`config.mk`:
```
export PLATFORM = sky130hd
export DESIGN_NAME = rf_wr_arbiter
export DESIGN_NICKNAME = d
export VERILOG_FILES = /design/src/rtl/rf_wr_arbiter.sv
export SDC_FILE = /design/constraint.sdc
export NUM_CORES = 1
export LEC_CHECK = 0
export ABC_AREA = 1
export ABC_CLOCK_PERIOD_IN_PS = 3400
export BUFFER_PORTS_ARGS = -buffer_cell sky130_fd_sc_hd__buf_2
export CAP_MARGIN = 20
export CORE_ASPECT_RATIO = 0.6
export CORE_MARGIN = 2
export CORE_UTILIZATION = 39
export CTS_CLUSTER_SIZE = 14
export DETAILED_ROUTE_END_ITERATION = 10
export GPL_ROUTABILITY_DRIVEN = 0
export GPL_TIMING_DRIVEN = 0
export HOLD_SLACK_MARGIN = 0.02
export PLACE_DENSITY = 0.95
export SLEW_MARGIN = 25
export SYNTH_ARGS = -nofsm -noshare
export SYNTH_HDL_FRONTEND = slang
export SYNTH_SLANG_ARGS = --single-unit
```
`constraint.sdc`:
```
create_clock -name clk -period 3.4 [get_ports clk]
set_input_delay 0.34 -clock clk [delete_from_list [all_inputs] [get_ports clk]]
set_output_delay 0.34 -clock clk [all_outputs]
set_load 0.02 [all_outputs]
```
`src/rtl/rf_wr_arbiter.sv`:
```
// Register-file write-port arbiter: writeback has fixed top priority, the
// multi-cycle unit and debug port share idle slots round-robin with starvation relief.
module rf_wr_arbiter #(
    parameter int STARVE_LIMIT = 8,
    parameter int CNT_W        = 8
) (
    input  logic        clk,
    input  logic        rst_n,
    input  logic        wb_we,
    input  logic [4:0]  wb_rd,
    input  logic [31:0] wb_wd,
    input  logic        mc_valid,
    input  logic [4:0]  mc_rd,
    input  logic [31:0] mc_wd,
    output logic        mc_ready,
    input  logic        dbg_valid,
    input  logic [4:0]  dbg_rd,
    input  logic [31:0] dbg_wd,
    output logic        dbg_ready,
    output logic        stall_req,
    output logic        rf_we,
    output logic [4:0]  rf_a3,
    output logic [31:0] rf_wd
);
    typedef enum logic {SRC_MC = 1'b0, SRC_DBG = 1'b1} src_e;

    localparam logic [CNT_W-1:0] LIMIT    = CNT_W'(STARVE_LIMIT);
    localparam logic [CNT_W-1:0] LIMIT_M1 = CNT_W'(STARVE_LIMIT - 1);

    src_e             rr_last;
    logic [CNT_W-1:0] wait_cnt;
    logic             wb_busy;
    logic             gnt_wb;
    logic             gnt_mc;
    logic             gnt_dbg;
    logic             pending;

    // A writeback to x0 is a no-op, so it does not take the slot away.
    assign wb_busy = wb_we && (wb_rd != 5'd0);

    // Grants are forced low while in reset so no write can leak out.
    always_comb begin
        gnt_wb  = 1'b0;
        gnt_mc  = 1'b0;
        gnt_dbg = 1'b0;
        if (rst_n) begin
            if (wb_busy) begin
                gnt_wb = 1'b1;
            end else if (mc_valid && dbg_valid) begin
                if (rr_last == SRC_DBG) gnt_mc  = 1'b1;
                else                    gnt_dbg = 1'b1;
            end else if (mc_valid) begin
                gnt_mc = 1'b1;
            end else if (dbg_valid) begin
                gnt_dbg = 1'b1;
            end
        end
    end

    always_comb begin
        rf_a3 = 5'd0;
        rf_wd = 32'd0;
        if (gnt_wb) begin
            rf_a3 = wb_rd;
            rf_wd = wb_wd;
        end else if (gnt_mc) begin
            rf_a3 = mc_rd;
            rf_wd = mc_wd;
        end else if (gnt_dbg) begin
            rf_a3 = dbg_rd;
            rf_wd = dbg_wd;
        end
    end

    assign rf_we     = (gnt_wb || gnt_mc || gnt_dbg) && (rf_a3 != 5'd0);
    assign mc_ready  = gnt_mc;
    assign dbg_ready = gnt_dbg;
    assign pending   = (mc_valid || dbg_valid) && !gnt_mc && !gnt_dbg;

    always_ff @(posedge clk or negedge rst_n) begin
        if (!rst_n) begin
            rr_last   <= SRC_DBG;
            wait_cnt  <= '0;
            stall_req <= 1'b0;
        end else begin
            if (gnt_mc)       rr_last <= SRC_MC;
            else if (gnt_dbg) rr_last <= SRC_DBG;

            // Once set, stall_req holds until a lower requester is served or gives up.
            if (pending) begin
                if (wait_cnt != LIMIT)    wait_cnt  <= wait_cnt + 1'b1;
                if (wait_cnt == LIMIT_M1) stall_req <= 1'b1;
            end else begin
                wait_cnt  <= '0;
                stall_req <= 1'b0;
            end
        end
    end
endmodule
```
==> implementation parameters <==
Parameter                              Value

Run status
  Run status    completed

Worst setup path
  Arrival time at the worst endpoint    between 2 and 2.5 ns
  Setup crit start    rst_n
  CP Capture Point    rf_wd[24]
  Top fanout value on the critical path    17
  Critical register-to-register path endpoint    rr_last
  R2r worst-path depth    6
  Internal reg-to-reg setup slack    about 2 ns
  Required time at the endpoint of the critical path    just over 3 ns
  Kind of capture point of the worst setup path    primary output
  Sort of element at the start of the critical path    input pin
  Class of the most critical setup path    input pin to primary output
  Worst r2r src    rr_last

Floorplanning
  Die area    4380 sq um
  Vertical die dimension    about 52 um
  Number of rows created at floorplan    17
  Std-Cell Core Area    ~3700 sq um
  IO Count    157
  Die width    about 84 um
  Starting utilization of the core area    between 40% and 50%

Synthesis
  Fraction of the mapped netlist area in adder cells    under 10%
  Area share of and/or/nand/nor cells after synthesis    about 64%
  Number of warnings reported in the yosys synthesis log    0
  Net count after synthesis    around 350
  Register area share after synthesis    between 10% and 20%
  Post-Synthesis Cells    around 230
  Mux share of post-synthesis cell area    0%
  Xor/xnor cell area share of the yosys netlist    under 10%
  Compound-gate portion of the synthesized area    under 10%
  Number of unique standard cell types used by synthesis    25
  Summed instance area of the synthesized netlist    roughly 1500 sq um
  Combinational family with the most area after synthesis    simple AND/OR/NAND/NOR gates
  #FFs+latches synth    10
  Mean post-synth cell area    roughly 6.4 sq um

Timing
  Final setup vio count    0
  Actual transition at the worst max-transition pin    0.337 ns
  Hold violation count in the final report    0
  Post-Route Skew    between 0.0015 and 0.002 ns
  Setup repair after global routing missed its margin    no
  Achievable Freq    just under 0.4 GHz
  Min cycle time layout    between 2 and 3 ns
  Number of max-slew violations in the final report    0
  Period Utilization, post-route    between 70% and 80%
  Sum Neg Setup Slack    0 ns
  Slew Limit Headroom    between 70 and 80%

Layout
  Final cell area excluding filler cells    between 2000 and 2500 sq um
  Area growth from synthesis to final layout    60.3%
  Nets@finish    513
  Diode count    0
  Fraction of final layout cells sized beyond drive strength 1    between 50% and 60%

Global route
  Wire length of the first global-routing pass    8120 um
  Number of antenna violations at the first check in global routing    0
  GR Util All Layers    22.4%
  Sum of overflow across all layers after global routing    0
  Maximum number of pins on one net before global-route repair    18
  Vias in the first global route    about 2000

Power and ir drop
  Power share of the combinational group    ~50%
  Power spent charging and discharging nets    0.000244 W
  Power per cell area    approximately 260 nW/um^2
  Sequential cell fraction of total power    25.5%
  Share of total power in the clock network    roughly a quarter
  Design internal power    around 0.00038 W
  Switching power as a share of total power    about two fifths
  Maximum vdd ir drop    approximately 0.19 mV
  P_leak    roughly 1.5 nW

Clock network
  Depth of the CTS H-tree    1
  Cell at the root of the clock tree    sky130_fd_sc_hd__clkbuf_8
  Post-CTS Setup Bufs    0
  Clock latency on the worst-skew pair    approximately 0.24 ns
  Clock tree from TritonCTS    built
  Clock transition at the registers of the reported paths    approximately 0.05 ns
  Hold_buf cts    1
  Buffer depth of the longest clock path    2
  Number of clock sinks    10
  Number of gates resized after CTS    0
  Cts bufs inserted    3

Detailed routing
  Per-cell via count in the routed design    slightly below 5
  Routed WL    between 4000 and 5000 um
  Total length of routed met2 wires    around 2500 um
  DRC marker count from the first detailed-route iteration    73
  Average wire per cell in the routed design    ~11 um
  Via Count    approximately 2200
  DR pass1 iterations    4
  Max layer used    met4
  Wire length the detailed router placed on met1    approximately 2000 um
  Detailed-routed wire length on met3    about 430 um
  Antenna-violating nets left    0
  Drt drc    0

Run
  Max_cap viols    0

Place
  Placed Area    ~2300 sq um
  Number of I/O port buffers    roughly 160
  Detailed placement HPWL    around 4200 um

Worst hold path
  Startpoint of the tightest hold check path    mc_valid
  Hold crit path type    input pin to flip-flop
[routing by layer]
layer	up-vias	track usage (%)
met4	0	4.03
met3	7	4.44
met2	103	42.2
met1	968	27.0
met5	-	0
li1	1074	-
[cells in the final DEF, fill, tap and decap left out, drive strengths merged]
master,netlist,final
a21oi,5,5
dlygate4sd3,0,1
nor3,1,1
nor2,19,19
dfstp,1,1
nand3,53,53
clkinv,1,1
clkbuf,0,4
o21ai,1,1
nor3b,3,3
or2,1,1
nand4,3,3
xor2,4,4
inv,12,12
ha,2,2
nor4,1,1
nand2,107,107
dfrtp,9,9
buf,10,166
[stage by stage]
stage	std cells	total power [W]	setup WS, ns	hold WS [ns]	utilization (%)
final	441	0.000622	0.830	0.487	65.4
after global routing	441	0.000669	0.682	0.499	65.4
after CTS	441	0.000627	0.814	0.488	65.4
after detailed placement	436	0.000472	1.33	0.254	63.6
after global placement	436	0.000461	1.38	0.252	63.6
after floorplan	233	0.000340	1.67	0.0444	-
[cell usage after synthesis]
library cell	count	share of area (%)
sky130_fd_sc_hd__a21oi_1	3	1.0
sky130_fd_sc_hd__a21oi_4	2	2.2
sky130_fd_sc_hd__buf_12	3	4.0
sky130_fd_sc_hd__buf_2	3	1.0
sky130_fd_sc_hd__buf_6	4	3.0
sky130_fd_sc_hd__clkinv_2	1	0.33
sky130_fd_sc_hd__dfrtp_1	9	15
sky130_fd_sc_hd__dfstp_2	1	1.8
sky130_fd_sc_hd__ha_1	2	1.7
sky130_fd_sc_hd__inv_1	11	2.8
sky130_fd_sc_hd__inv_6	1	0.58
sky130_fd_sc_hd__nand2_1	100	25
sky130_fd_sc_hd__nand2_2	6	2.5
sky130_fd_sc_hd__nand2_4	1	0.75
sky130_fd_sc_hd__nand3_1	25	8.3
sky130_fd_sc_hd__nand3_2	28	19
sky130_fd_sc_hd__nand4_1	3	1.3
sky130_fd_sc_hd__nor2_1	18	4.5
sky130_fd_sc_hd__nor2_2	1	0.42
sky130_fd_sc_hd__nor3_1	1	0.33
sky130_fd_sc_hd__nor3b_1	3	1.5
sky130_fd_sc_hd__nor4_1	1	0.42
sky130_fd_sc_hd__o21ai_0	1	0.33
sky130_fd_sc_hd__or2_2	1	0.42
sky130_fd_sc_hd__xor2_1	4	2.3
[state kept, by name (all words and copies together) (netlist names)]
name / cells
stall_req: 1
wait_cnt: 8
rr_last: 1
[power groups by stage]
stage,Combinational (W),Clock [W],Sequential [W]
after CTS,0.000315,0.000154,0.000158
after floorplan,0.000183,0,0.000158
final,0.000313,0.000151,0.000159
after detailed placement,0.000313,0,0.000160
after global routing,0.000346,0.000161,0.000161
after global placement,0.000303,0,0.000159
[cells by family after synthesis]
family	after synthesis
buffers and inverters	23
adder cells (fa/ha/maj)	2
AND/OR/NAND/NOR	188
XOR/XNOR	4
flip-flops	10
AO/OA/AOI/OAI	6
[worst min path at each step]
stage,depth (start not counted),slack [ns],to
2_1_floorplan,0,0.04,stall_req
5_1_grt,4,0.50,rr_last
6_report,4,0.49,rr_last
4_1_cts,4,0.49,rr_last
3_3_place_gp,1,0.25,wait_cnt[0]
3_5_place_dp,1,0.25,wait_cnt[0]
[layout make-up]
type                       instances  area (sq um)
buffer                            10           120
multi-input combinational        200          1070
fill                             343          1270
timing repair buffer             157           791
inverter                          13          55.1
tap                               47          58.8
sequential                        10           251
clock buffer                       4          55.1
[worst max-delay path: stages]
cell                            delay, ns
sky130_fd_sc_hd__dlygate4sd3_1       0.52
sky130_fd_sc_hd__buf_2               0.32
sky130_fd_sc_hd__nand2_1             0.15
sky130_fd_sc_hd__a21oi_4             0.23
sky130_fd_sc_hd__nand2_2             0.10
sky130_fd_sc_hd__clkinv_2            0.12
sky130_fd_sc_hd__buf_6               0.16
sky130_fd_sc_hd__nand2_1             0.07
sky130_fd_sc_hd__nand3_2             0.05
sky130_fd_sc_hd__buf_2               0.17
No activity file was read; power rests on OpenSTA's default activity.
